$ cat src/rtl/mux_scan_sampler.sv
// Scan controller for an 8:1 mux: walks the enabled channels in ascending order,
// dwells DWELL cycles on each, samples y into data_out[ch], then hands off the byte.
module mux_scan_sampler #(
  parameter int DWELL = 4,
  parameter int CW    = 8
) (
  input  logic       clk,
  input  logic       rst,
  input  logic       start,
  input  logic [7:0] chan_mask,
  input  logic       y,
  output logic       s0,
  output logic       s1,
  output logic       s2,
  output logic [7:0] data_out,
  output logic       out_valid,
  input  logic       out_ready,
  output logic       busy
);

  typedef enum logic [1:0] {IDLE, SCAN, DONE} state_t;

  localparam logic [CW-1:0] LP_LAST = CW'(DWELL - 1);

  state_t        r_state, w_state_nxt;
  logic [2:0]    r_ch, w_ch_nxt;
  logic [CW-1:0] r_cnt, w_cnt_nxt;
  logic [7:0]    r_mask, w_mask_nxt;
  logic [7:0]    r_data, w_data_nxt;
  logic          r_valid, w_valid_nxt;
  logic          r_busy;

  logic [2:0]    w_first_ch;
  logic [2:0]    w_next_ch;
  logic          w_has_next;

  // Priority searches: lowest set bit of the incoming mask, and lowest latched
  // channel strictly above the current one (no wrap-around).
  always_comb begin
    w_first_ch = '0;
    w_next_ch  = r_ch;
    w_has_next = 1'b0;
    for (int k = 7; k >= 0; k--) begin
      if (chan_mask[k]) w_first_ch = 3'(k);
      if (r_mask[k] && (k > int'(r_ch))) begin
        w_next_ch  = 3'(k);
        w_has_next = 1'b1;
      end
    end
  end

  always_comb begin
    w_state_nxt = r_state;
    w_ch_nxt    = r_ch;
    w_cnt_nxt   = r_cnt;
    w_mask_nxt  = r_mask;
    w_data_nxt  = r_data;
    w_valid_nxt = r_valid;
    case (r_state)
      IDLE: begin
        if (start && (chan_mask != 8'h00)) begin
          w_mask_nxt  = chan_mask;
          w_data_nxt  = 8'h00;
          w_ch_nxt    = w_first_ch;
          w_cnt_nxt   = '0;
          w_state_nxt = SCAN;
        end
      end
      SCAN: begin
        if (r_cnt == LP_LAST) begin
          w_data_nxt[r_ch] = y;
          w_cnt_nxt        = '0;
          if (w_has_next) begin
            w_ch_nxt = w_next_ch;
          end else begin
            w_state_nxt = DONE;
            w_valid_nxt = 1'b1;
          end
        end else begin
          w_cnt_nxt = r_cnt + 1'b1;
        end
      end
      DONE: begin
        if (out_ready) begin
          w_valid_nxt = 1'b0;
          w_state_nxt = IDLE;
        end
      end
      default: begin
        w_state_nxt = IDLE;
        w_valid_nxt = 1'b0;
      end
    endcase
  end

  always_ff @(posedge clk or posedge rst) begin
    if (rst) begin
      r_state <= IDLE;
      r_ch    <= '0;
      r_cnt   <= '0;
      r_mask  <= '0;
      r_data  <= '0;
      r_valid <= 1'b0;
      r_busy  <= 1'b0;
    end else begin
      r_state <= w_state_nxt;
      r_ch    <= w_ch_nxt;
      r_cnt   <= w_cnt_nxt;
      r_mask  <= w_mask_nxt;
      r_data  <= w_data_nxt;
      r_valid <= w_valid_nxt;
      r_busy  <= (w_state_nxt != IDLE);
    end
  end

  assign s0        = r_ch[0];
  assign s1        = r_ch[1];
  assign s2        = r_ch[2];
  assign data_out  = r_data;
  assign out_valid = r_valid;
  assign busy      = r_busy;

endmodule

$ cat config.mk
export PLATFORM = sky130hd
export DESIGN_NAME = mux_scan_sampler
export DESIGN_NICKNAME = d
export VERILOG_FILES = /design/src/rtl/mux_scan_sampler.sv
export SDC_FILE = /design/constraint.sdc
export NUM_CORES = 1
export LEC_CHECK = 0
export BUFFER_PORTS_ARGS = -buffer_cell sky130_fd_sc_hd__buf_4
export CAP_MARGIN = 5
export CELL_PAD_IN_SITES_DETAIL_PLACEMENT = 0
export CELL_PAD_IN_SITES_GLOBAL_PLACEMENT = 1
export CORE_MARGIN = 8
export CORE_UTILIZATION = 43
export DETAILED_ROUTE_END_ITERATION = 12
export PLACE_DENSITY_LB_ADDON = 0.1
export RECOVER_POWER = 50
export SLEW_MARGIN = 20
export SYNTH_ARGS = -nofsm -noshare
export SYNTH_HDL_FRONTEND = slang
export SYNTH_SLANG_ARGS = --single-unit
$ cat constraint.sdc
create_clock -name clk -period 2 [get_ports clk]
set_clock_uncertainty 0.1 [all_clocks]
set_input_delay 0.2 -clock clk [delete_from_list [all_inputs] [get_ports clk]]
set_output_delay 0.2 -clock clk [all_outputs]
set_load 0.03 [all_outputs]
* Word-level counts from Yosys, hierarchy flattened
Cells that the tools add are included.
Operators by class: bitwise operators 1, eq/ne operators 9, reduce and logical (&&, ||, !) cells 18, multiplexer cells 43, order comparisons 9, add/subtract/negate cells 1
Operator list (count):
- $mux 3 | 18
- $pmux 8 s2 | 2
- $mux 8 | 3
- $gt 3x3->1 const A | 4
- $mux 1 | 11
- $ne 2x2->1 const B | 5
- $logic_and 1x1->1 | 9
- $add 8x1->8 const B | 1
- $bwmux 8 | 1
- $eq 8x2->1 const B | 1
- $mux 2 | 4
- $ne 8x8->1 const B | 1
- $reduce_bool 8->1 | 1
- $gt 2x3->1 const A | 2
- $pmux 2 s3 | 1
- $pmux 3 s2 | 1
- $reduce_and 5->1 | 1
- $lt 3x4->1 const B | 1
- $reduce_and 2->1 | 2
- $reduce_and 4->1 | 1
- $reduce_bool 2->1 | 2
- $demux 1 s3 | 1
- $ge 3x1->1 const B | 1
- $gt 1x3->1 const A | 1
- 6 further kinds | 6
Word-level totals: input port bits 13, logic and storage cells 88, flip-flop bits (word level) 31

* Longest topological paths before layout
Gate-level depths: netlist of run 1.
depth in word-level cells 13, gate-level depth with buffers 6, depth with buffers taken out 5

* Worst setup path after synthesis of run 1
OpenSTA, ideal clock, no wires.
kind reg-to-reg, start reg r_ch[2], end reg r_ch[1], setup time 125 ps, buffers on the path 0, data arrival time 1652 ps, stages on the path, launching flop included 6, path slack 123 ps, clock period less this slack 1877 ps, cells stage by stage dfrtp_1 o21ai_0 a21oi_1 o2111ai_2 o22ai_2 mux2_4
On the way: word-level cells in the longest chain between the ends 11, elaborated cells on any way between the ends 33, those cells by class order compare (7); eq/ne (2); mux (16); reduce/logical (8)
Ends and longest elaborated chain:
- from (decl) | line 26 | logic [2:0] r_ch, w_ch_nxt;
- from (signal assigned) | line 107 | r_ch <= w_ch_nxt;
- $gt 3x3->1 | line 45 | if (r_mask[k] && (k > int'(r_ch))) begin
- $logic_and 1x1->1 | line 45
- $mux 1 or $mux 3 (tied branches) (6 in a row) | line 45
- $mux 1 or $mux 3 (tied branches) | line 45, 73
- $ne 2x2->1 (no line) or $mux 3 (tied branches)
- $reduce_and 5->1 (no line) or $pmux 3 s2 (tied branches)
Parallel ways exist; a longest one is shown, timed or not. The select of a mux whose other input is x is not followed. A chain may end at the register's enable or synchronous reset.

* Final worst setup path of run 1
start reg r_cnt[4], end reg r_data[5] (netlist: data_out[5])
On the way: word-level cells in the longest chain between the ends 3
Ends and longest elaborated chain:
- from (decl) | line 27 | logic [CW-1:0] r_cnt, w_cnt_nxt;
- from (signal assigned) | line 108 | r_cnt <= w_cnt_nxt;
- $eq 8x2->1 | line 70 | if (r_cnt == LP_LAST) begin
- $ne 2x2->1 (no line)
- $reduce_and 3->1 (no line)
- to (signal assigned) | line 110 | r_data <= w_data_nxt;
- to (decl) | line 29 | logic [7:0] r_data, w_data_nxt;
No other way between the ends.

==> results of run 1 <==
final timing paths:
path,end,slack [ps]
setup / recovery,data_out[5],200
max in group asynchronous,r_ch[2],690
hold / removal,r_mask[1],80
min in group asynchronous,r_ch[1],590
hold reg to reg,data_out[0],390
setup reg to reg,data_out[5],200
kinds of logic after synthesis:
family | share of synthesized area (%)
multiplexers | 6.98
buffers and inverters | 3.37
AND/OR/NAND/NOR | 17.1
AO/OA/AOI/OAI | 25.8
flip-flops | 46.0
adder cells (fa/ha/maj) | 0.767
worst max-delay path, delay by kind of cell (launching register included):
kind	cells	cell delay [ps]
flops	1	460
simple gates	3	820
compound gates	1	300
sequential cells by signal, summed over array words and instances (netlist names):
register	flops
data_out	8
r_cnt	8
r_mask	7
r_ch	3
r_state	2
busy	1
out_valid	1
Yosys cell counts (2+ instances only):
library cell / count / area (µm²)
sky130_fd_sc_hd__nand2b_1: 3 / 18.8
sky130_fd_sc_hd__and3_1: 2 / 12.5
sky130_fd_sc_hd__nor3_1: 2 / 10.0
sky130_fd_sc_hd__o31ai_1: 5 / 37.5
sky130_fd_sc_hd__o21ai_1: 15 / 75.1
sky130_fd_sc_hd__o41ai_1: 2 / 17.5
sky130_fd_sc_hd__buf_2: 2 / 10.0
sky130_fd_sc_hd__mux2_2: 7 / 78.8
sky130_fd_sc_hd__nor2_1: 13 / 48.8
sky130_fd_sc_hd__nand2_1: 12 / 45.0
sky130_fd_sc_hd__inv_1: 7 / 26.3
sky130_fd_sc_hd__a31oi_1: 8 / 50.1
sky130_fd_sc_hd__a31o_2: 2 / 17.5
sky130_fd_sc_hd__nor4_1: 3 / 18.8
sky130_fd_sc_hd__dfrtp_1: 30 / 751
sky130_fd_sc_hd__o21ai_0: 12 / 60.1
sky130_fd_sc_hd__o22ai_1: 2 / 12.5
sky130_fd_sc_hd__nand3_1: 4 / 20.0
sky130_fd_sc_hd__a21oi_1: 6 / 30.0
sky130_fd_sc_hd__clkbuf_1: 2 / 7.51
sky130_fd_sc_hd__mux2i_1: 2 / 20.0
what timing repair did:
| action | CTS | global route |
|---|---|---|
| endpoints found under the setup margin | 0 | 1 |
| resized for setup | 0 | 1 |
| hold buffers | 1 | 0 |
| hold endpoints to repair | 30 | 0 |
| setup buffers | 0 | 0 |
layer usage:
layer  vias to the layer above  track usage, %  part of all wire [%]
met5                         -               0                     0
met4                         0            5.09                   1.2
met3                         6            4.38                   3.9
met2                        28            23.6                    52
met1                       707            15.7                    43
li1                        700               -                     -
layout make-up:
type,instances,share of cell area [%]
Clock buffer,8,5.39
Inverter,7,1.29
Multi-Input combinational cell,124,41.1
Sequential cell,30,36.8
Tap cell,48,2.94
Timing Repair Buffer,37,12.5
power by group through the flow:
stage	Sequential [W]	Combinational [W]	Clock [W]
floorplan	0.00133	0.00115	0
global placement	0.00117	0.00190	0
detailed placement	0.00118	0.00193	0
CTS	0.00117	0.00194	0.000582
global route	0.00122	0.00209	0.000605
finish	0.00117	0.00189	0.000565
stage by stage:
| step | instance area [µm²] | cells | hold WS (ps) | setup slack, ps |
|---|---|---|---|---|
| detailed placement | 1950 | 245 | 209 | 146 |
| global route | 2040 | 254 | 79.5 | 36.7 |
| finish | 2040 | 254 | 81.4 | 198 |
| CTS | 2070 | 254 | 75.4 | 144 |
| floorplan | 1630 | 166 | 191 | 123 |
| global placement | 1950 | 245 | 206 | 156 |
==> results.txt, run 1 <==
* Run status: completed
- Num rows: 22
* CP cell instances: nor4_4 -> and4_4 -> nand2_1 -> o41ai_1
- The number of antenna violations at the first check in global routing is 0.
- Across the run, the number of max-cap violations was 0.
- Vias per cell: about 5.7
- Hold/Removal Path Class: in2reg
- Launch point of the worst path: r_cnt[4]
* CTS H-tree depth: 2
- Ys Warns: 0
- Setup Total Neg Slack: 0 ps
- Total via count in the routed design: roughly 1400
- The clock drives 30 sinks.
- The congestion estimate from routability-driven global placement came to approximately 0.76.
- Leakage: about 0.87 nW
- Area of the die: between 6000 and 7000 µm²
- From bottom edge to top edge, the die measures ~78 µm.
* Total area of multi-input combinational cells: about 840 µm²
* Launch point of the worst hold path: chan_mask[1]
- Area of the mapped netlist: around 1600 µm²
- Startpoint of the most critical register-to-register path: r_cnt[4]
- 0 antenna diodes ended up in the layout.
- In the final layout, the share of cells above drive strength 1 is ~28%.
* Crit path launch type: flop
- Total power: 0.00362 W
* Crit path largest cell delay: about 460 ps
- Hold-critical path depth: 2
- Internal cell power: 0.00203 W
- After global routing the overflow that remains totals 0.
- Final critical-path required period: 1800 ps
- In the synthesized netlist the async set-or-reset flop fraction comes to 100%.
- Measured against its own limit, the worst slew margin works out to about half.
* Root cell of the clock tree: sky130_fd_sc_hd__clkbuf_8
* Area growth from synthesis to layout: 25.2%
* Share of power burned in registers: 32.3%
* Final max-slew violation count: 0
- In this run, the combinational gates consume roughly 52% of the power.
- In this run, synthesis produced a sequential element count of 30.
- Counting flops with a built-in enable in the synthesized netlist gives 0.
- Of all nets on the critical path, the largest fanout is 6.
- The clock network is responsible for between 10% and 20% of the overall power.
- Across the VDD grid, the largest voltage drop is between 0.0007 and 0.0008 V.
- Drt first pass iters: 4
- Antenna Violating Nets Remaining: 0
* DRC Markers: 0
- Total global-route track usage: between 10 and 15%
- Setup violations remaining at the end of the flow were counted as 0.
- The floorplan step defined a core boundary enclosing 3660 µm².
- Clock tree from TritonCTS: built
- Setup repair after global routing left no endpoint under its margin.
- Clock slew seen by the registers of the worst setup and hold paths: about 60 ps
- In the final routed layout, each cell accounts on average for roughly 16 µm.
- Most common cell after layout, fill and taps aside: sky130_fd_sc_hd__dfrtp_1
- Once layout is complete, the utilization of the core stands at between 50% and 60%.
- Primary flip-flop cell chosen by synthesis mapping: sky130_fd_sc_hd__dfrtp_1
* Vias in the first global route: 1448
- TritonCTS created 5 clock buffers.
* Layout fillers: about 350
- Die Span X: 77.6 µm
* Total net switching power: approximately 0.0016 W
- Count of cell types in the netlist: 46
* Starting utilization of the core area: between 40 and 50%
- Critical path type: reg2reg
* IO buf count: 25
- Critical-path cell with the highest stage delay: sky130_fd_sc_hd__dfrtp_1
* Worst-margin pin slew: approximately 750 ps
* Final WL: roughly 4000 µm
- The first global-routing pass estimated around 6800 µm of wire.
- Sequential-to-total area share from yosys stat: roughly 46%
* Endpoint class of the critical path: flop
- Dividing total power by cell area gives a power density of 1770 nW/µm².
* Number of endpoints with negative hold slack in the final report: 0
- Footprint of the flip-flops and latches: between 700 and 800 µm²
- The final critical path takes up between 90% and 100% of the cycle.
* Pin count of the biggest net entering global routing: 31
- Average footprint of a synthesized cell: between 9 and 10 µm²
* Required time of the critical path: between 2000 and 2500 ps
- The library cells used most frequently in the layout, excluding fill and tap cells, are sky130_fd_sc_hd__dfrtp_1, sky130_fd_sc_hd__buf_4, sky130_fd_sc_hd__o21ai_1.
- After legalization and detailed placement, the total HPWL measured 3050 µm.
- The cell count after synthesis came out at between 150 and 200.
* Layout Nets: ~220
* Largest buffer count on any clock path: 2
- Depth of the most critical reg-to-reg path: 4
- Data arrival time of the worst path: about 1900 ps
* Maximum operating frequency: 0.555 GHz
* Number of DRC markers in iteration 0: between 70 and 80
- In this run switching power makes up approximately 44% of total power.
- Number of nets produced by synthesis: 180
- Top-level I/O count: 26
- Clock latency on the worst-skew pair, taken at its later pin, is ~280 ps.
Note: power is estimated with default switching activity, not from simulation.
==> run 2: changes to the inputs <==
CTS_CLUSTER_DIAMETER = 40   (was unset)
MAX_ROUTING_LAYER = met4   (was unset)
==> run 2 against run 1 <==
Effect of this change: clock-buffer cell count unchanged; cell area stayed put; sequential share of layout area is the same; flip-flop and latch count unchanged; clock power about the same; global-route usage grew 0.41 points; register-to-register slack barely moved.
==> results.txt, run 2 (synthesized netlist as in run 1, its figures left out) <==
- Commonest non-fill, non-tap cells in the layout: sky130_fd_sc_hd__dfrtp_1, sky130_fd_sc_hd__buf_4, sky130_fd_sc_hd__o21ai_1
* Number of buffers inserted to repair setup after CTS: 0
- Diodes inserted: 0
- Number of antenna violations at the first check in global routing: 0
- The worst setup path is launched from a flop.
- The flow ran to the end, and the final reports show no timing, DRC or antenna violations.
* DRC Markers: 0
* Final cell utilization of the core: a little under three fifths
- Across the VDD grid, the largest voltage drop is roughly 0.00076 V.
- Setup violations remaining at the end of the flow were counted as 0.
- TritonCTS Sinks: 30
* Number of endpoints with negative hold slack in the final report: 0
* Fin cells: 254
* Power density relative to cell area: between 1500 and 2000 nW/µm²
- Clock tree from TritonCTS: built
* Critical path type: reg2reg
- Global route overflow: 0
* Drt first pass iters: 4
- Counting I/O delays and the setup requirement, the final critical path takes 1800 ps.
* Unrepaired setup endpoints after global routing: no
* CORE AREA: 3660 µm²
* Source-to-sink clock delay at the later pin of the worst-skew pair: 280 ps
- Peak fanout along the critical path: 7
- Maximum operating frequency: approximately 0.55 GHz
- Final max-slew violation count: 0
- Largest buffer count on any clock path: 2
- Number of DRC markers in iteration 0: 76
* Portion of the clock cycle consumed by the worst path in the final layout: 90.2%
- Port buffering added 25 buffers.
* Routability cong.: roughly 0.77
- The die is ~78 µm tall.
- Clock slew seen by the registers of the worst setup and hold paths: 60 ps
- R2r setup slk: ~200 ps
* Layout Nets: about 220
* Worst hold endpoint: r_mask[1]
- The wire-length estimate of the detail-placed layout is approximately 3000 µm.
- Total global-route track usage: 14.2%
- Setup Total Neg Slack: 0 ps
- The H-tree was split into 2 levels.
- STA puts the critical path data required time at just over 2000 ps.
- Worst-margin pin slew: between 700 and 800 ps
- Max-cap violations in this run came to 0.
- The first global-routing pass estimated ~6900 µm of wire.
- After filler insertion, the fill cell instance count of the layout stands at between 300 and 400.
- Detail-routed net length per standard cell: approximately 16 µm
* Top-level I/O count: 26
- Launch point of the worst hold path: chan_mask[1]
* Total power: between 0.003 and 0.004 W
* Leakage: roughly 0.87 nW
* Area of the die: 6020 µm²
- Compared with the post-synthesis result, the final layout area differs by 25.2%.
- Data arrives at the worst endpoint at between 1500 and 2000 ps.
* Fraction of final layout cells with drive strength greater than 1: 28.2%
- The detail route stage leaves a number of antenna-violating nets equal to 0.
- Vias in the first global route: 1447
* Root cell of the clock tree: sky130_fd_sc_hd__clkbuf_8
* Startpoint of the most critical register-to-register path: r_ch[1]
- Total area of multi-input combinational cells: around 840 µm²
- Setup slack closes at roughly 200 ps.
- Die Span X: around 78 µm
* Num rows: 22
- Slew HR: 50.1%
- The number of clock buffers added by TritonCTS is 5.
- Counting cells, the worst reg-to-reg path comes to 5.
- Leaving out fill and tap cells, the most frequent cell in the layout is sky130_fd_sc_hd__dfrtp_1.
- Total via count in the routed design: 1424
- Endpoint class of the critical path: flop
- Along the worst hold path, the cell count comes to 2.
* Vias per cell: between 5 and 6
- The worst hold path belongs to the class in2reg.
- Entering global routing, the biggest net connects 31 pins.
- Starting utilization of the core area: between 40% and 50%
- DP Cell Count: between 200 and 250
- In this run the critical register-to-register path is captured at r_ch[1].
- Footprint of the flip-flops and latches: ~750 µm²
- Pre-CTS setup slack: approximately 150 ps
* Final WL: around 4000 µm
==> run 2: repair_timing <==
| item | CTS | global route |
|---|---|---|
| endpoints found under the setup margin | 0 | 1 |
| hold endpoints to repair | 30 | 0 |
| gates resized for setup | 0 | 1 |
| hold buffers | 1 | 0 |
==> run 2: power by group <==
part / switching (W) / internal, W / total, W
clock: 0.000220 / 0.000347 / 0.000567
combinational: 0.00108 / 0.000802 / 0.00189
sequential: 0.000289 / 0.000883 / 0.00117
total: 0.00159 / 0.00203 / 0.00363
==> run 2: metal layers <==
metal | share of wire (%) | track usage, %
met1 | 43 | 15.7
met2 | 52 | 23.6
met3 | 4.1 | 4.38
met4 | 1.2 | 5.09
met5 | 0 | -
==> run 2: worst max path at each step <==
stage / startpoint / endpoint / depth (start not counted)
5_1_grt: r_ch[1] / r_ch[0] / 6
6_report: r_ch[1] / r_ch[1] / 5
3_3_place_gp: r_ch[2] / r_ch[1] / 5
2_1_floorplan: r_ch[2] / r_ch[1] / 5
4_1_cts: r_ch[2] / r_ch[1] / 5
3_5_place_dp: r_ch[2] / r_ch[1] / 5
==> run 2: cell type report <==
type                    instances  area share [%]
well taps                      48            2.94
inverters                       7            1.29
flip-flops and latches         30            36.8
multi-input cells             124            41.1
clock buffers                   8            5.39
repair buffers                 37            12.5
==> run 2: worst max-delay path, cell delays in order, from the launching register on <==
cell and delay, ps:
sky130_fd_sc_hd__dfrtp_1 470, sky130_fd_sc_hd__o21ai_0 120, sky130_fd_sc_hd__a21oi_1 250, sky130_fd_sc_hd__o2111ai_2 230, sky130_fd_sc_hd__o22ai_2 200, sky130_fd_sc_hd__mux2_4 310
==> run 2: stage by stage <==
stage | hold WS (ps) | instance area [µm²]
floorplan | 191 | 1630
global placement | 206 | 1950
detailed placement | 209 | 1950
CTS | 75.4 | 2070
global route | 79.5 | 2040
finish | 80.2 | 2040
==> run 3: changes to the inputs <==
ABC_AREA = 1   (was unset)
CORE_UTILIZATION = 41   (was 43)
==> run 3 against run 2 <==
Effect of this change: combinational power shrank 28%; sequential power shrank 6%; first-iteration DRC count is 6.6% lower; largest power group unchanged; via count up 3.7%.
==> results.txt, run 3 <==
- Leading cell types by total area after synthesis: sky130_fd_sc_hd__dfrtp_1, sky130_fd_sc_hd__nand2_1, sky130_fd_sc_hd__inv_1
- Global routing used a little over an eighth of the available tracks across all layers.
- VDD sags by at most 0.000686 V.
- The worst setup path is launched from a flop.
- Internal cell power: between 0.0015 and 0.002 W
- IO buf count: 25
* Data arrival time of the worst path: around 1800 ps
- For this block, the routed nets add up to ~3700 µm of wire.
* Power density relative to cell area: 1470 nW/µm²
* Cell type with the largest total area after synthesis: sky130_fd_sc_hd__dfrtp_1
- For this design the total switching power over the nets is approximately 0.0014 W.
* Num rows: 23
* Vias in the first global route: approximately 1500
- In the layout the commonest cells are sky130_fd_sc_hd__nand2_1, sky130_fd_sc_hd__inv_1, sky130_fd_sc_hd__dfrtp_1.
- DRC Markers: 0
- Ys Warns: 0
* Final critical-path required period: about 1700 ps
* Top-area cell type share of the netlist area: between 40% and 50%
- Net switching is approximately 46% of the power.
- The H-tree generated during clock tree synthesis spans 2 levels.
- The clock passes through at most 2 buffers.
- Final cell utilization of the core: between 50% and 60%
- Root cell of the clock tree: sky130_fd_sc_hd__clkbuf_8
* Global route overflow: 0
* Share of power burned in the clock network: 16.9%
* Die Span X: 80.7 µm
- Using the TritonRoute via totals, the vias-per-cell ratio works out to around 4.8.
- Area growth from synthesis to layout: 17.7%
* Antenna Violating Nets Remaining: 0
* TritonCTS buffer count: 5
- The floorplan step defined a core boundary enclosing just over 4000 µm².
* Die Y-Extent: 80.7 µm
- Sequential cells account for ~37% of the total power.
- The worst pin sits at a relative slew slack of about half.
- Cells with a size suffix above 1 make up about 18% of the layout.
* Layout Nets: 271
- The tree built by TritonCTS fans out to 30 sinks.
* Number of nets produced by synthesis: between 200 and 250
- Of the available clock period, the critical path in the final layout requires 86.9%.
- Entering global routing, the biggest net connects 31 pins.
- The total count of hold-check failures in the final report was 0.
* Drt first pass iters: 4
- After synthesis, the share of flip-flops with an asynchronous set or reset is 100%.
* Critical path type: reg2reg
- The number of cells on the worst reg-to-reg path is 6.
- Setup repair after global routing left no endpoint under its margin.
- At the pin with the least slew margin, the transition time is approximately 760 ps.
* Layout fillers: about 430
- Peak fanout along the critical path: 13
- Hold/Removal Path Class: in2reg
- For the worst setup path, the data required time is roughly 2100 ps.
- Proportion of power drawn by combinational gates: between 40 and 50%
* Post-CTS sizing: 0
* Clock tree from TritonCTS: built
- Diodes inserted: 0
- Yosys reg bits: 30
- Setup Total Neg Slack: 0 ps
- Average footprint of a synthesized cell: 7.52 µm²
- Setup violations remaining at the end of the flow were counted as 0.
* Cell count after synthesis: approximately 230
* Detail-routed net length per standard cell: between 10 and 15 µm
- Area of the mapped netlist: 1720 µm²
* Global-route wire length before repair: between 6000 and 7000 µm
* Area of the die: roughly 6500 µm²
- Hold-critical path depth: 2
- Number of DRC markers in iteration 0: 71
* Primary flip-flop cell chosen by synthesis mapping: sky130_fd_sc_hd__dfrtp_1
* Total via count in the routed design: ~1500
- Total power: between 0.002 and 0.003 W
- Among all cell types in the netlist, the one instantiated most often is sky130_fd_sc_hd__nand2_1.
- At the later pin of the worst-skew pair, clock insertion delay measures around 280 ps.
- Routability cong.: roughly 0.83
* DP Wirelength: 2840 µm
* Final max-slew violation count: 0
- Commonest cells in the netlist: sky130_fd_sc_hd__nand2_1, sky130_fd_sc_hd__inv_1, sky130_fd_sc_hd__dfrtp_1
- Counting distinct cell types in the post-synthesis netlist gives 28.
* Run status: completed
* Maxcap violations: 0
* Most common cell after layout, fill and taps aside: sky130_fd_sc_hd__nand2_1
- Starting utilization of the core area: 42.6%
- 26 I/O pins were placed.
* Clock slew seen by the registers of the worst setup and hold paths: around 60 ps
* Number of enable-type register cells in the synthesized netlist: 0
- The analysis attributes to cell leakage a power of between 1 and 1.5 nW.
- Timing would allow up to between 0.5 and 0.6 GHz.
- Sequential-to-total area share from yosys stat: about 44%
- The number of antenna violations at the first check in global routing came to 0.
- STA classifies the critical path endpoint as a flop.
[run 3: changes by cell type in the layout (fill, tap and decap cells not counted), moves of 8 or more]
| cell | before | now |
|---|---|---|
| sky130_fd_sc_hd__nand2_1 | 12 | 60 |
| sky130_fd_sc_hd__inv_1 | 7 | 34 |
| sky130_fd_sc_hd__o21ai_1 | 15 | 7 |
| sky130_fd_sc_hd__buf_4 | 28 | 20 |
| sky130_fd_sc_hd__nand3_1 | 4 | 16 |
| sky130_fd_sc_hd__a31oi_1 | 8 | 0 |
[run 3: metal layers]
| layer | track usage [%] | wire, µm | vias to the layer above | share of wire, % |
|---|---|---|---|---|
| li1 | - | - | 787 | - |
| met1 | 17.2 | 1930 | 654 | 52 |
| met2 | 19.4 | 1550 | 30 | 42 |
| met3 | 3.13 | 197 | 6 | 5.3 |
| met4 | 4.29 | 47 | 0 | 1.3 |
| met5 | - | 0 | - | 0 |
[run 3: what timing repair did]
item / in CTS / in global routing
hold buffers: 1 / 0
hold endpoints to repair: 30 / 0
buffers inserted: 0 / 0
[run 3: cell families after synthesis]
kind of cell    Yosys count  synth area share, %
buf+inv                  44                 10.8
simple gates            103                 27.1
mux                       1                0.656
compound gates           46                 15.5
xor+xnor                  3                 1.53
flops                    30                 43.8
fa+ha+maj                 1                0.729
[run 3: critical path, cell delays in order (launching register included)]
cell	delay, ps
sky130_fd_sc_hd__dfrtp_1	390
sky130_fd_sc_hd__ha_1	240
sky130_fd_sc_hd__nor3b_2	210
sky130_fd_sc_hd__nand3_1	140
sky130_fd_sc_hd__nand2_4	190
sky130_fd_sc_hd__nand3_1	200
sky130_fd_sc_hd__o21ai_1	190
[run 3: worst paths after layout]
kind,startpoint,end,slack (ps)
max in group asynchronous,rst,r_ch[0],730
min in group asynchronous,rst,data_out[6],590
worst max-delay path,r_cnt[0],data_out[2],260
worst min register to register,r_mask[3],r_mask[3],390
worst min-delay path,chan_mask[7],r_mask[7],70
worst max register to register,r_cnt[0],data_out[2],260
[run 3: layout make-up]
cell class / instances / area, µm² / area share [%]
well taps: 50 / 62.6 / 3.10
flip-flops and latches: 30 / 751 / 37.2
clock buffers: 7 / 86.3 / 4.28
clock inverters: 1 / 5.00 / 0.248
repair buffers: 29 / 195 / 9.67
inverters: 37 / 139 / 6.88
multi-input cells: 154 / 779 / 38.6
[run 3: power by group through the flow]
stage	Sequential [W]	Clock (W)	Combinational (W)
after floorplan	0.00120	0	0.000924
after global placement	0.00111	0	0.00141
after detailed placement	0.00111	0	0.00141
after CTS	0.00110	0.000515	0.00141
after global routing	0.00115	0.000537	0.00157
final	0.00110	0.000500	0.00136
[run 3: per-stage QoR]
stage / hold slack [ps] / worst slack, ps / cell area [µm²] / cells
CTS: 63.0 / 235 / 2040 / 308
global route: 73.4 / 56.4 / 2020 / 308
floorplan: 191 / 394 / 1720 / 228
detailed placement: 212 / 256 / 1940 / 299
finish: 70.2 / 261 / 2020 / 308
global placement: 214 / 323 / 1940 / 299
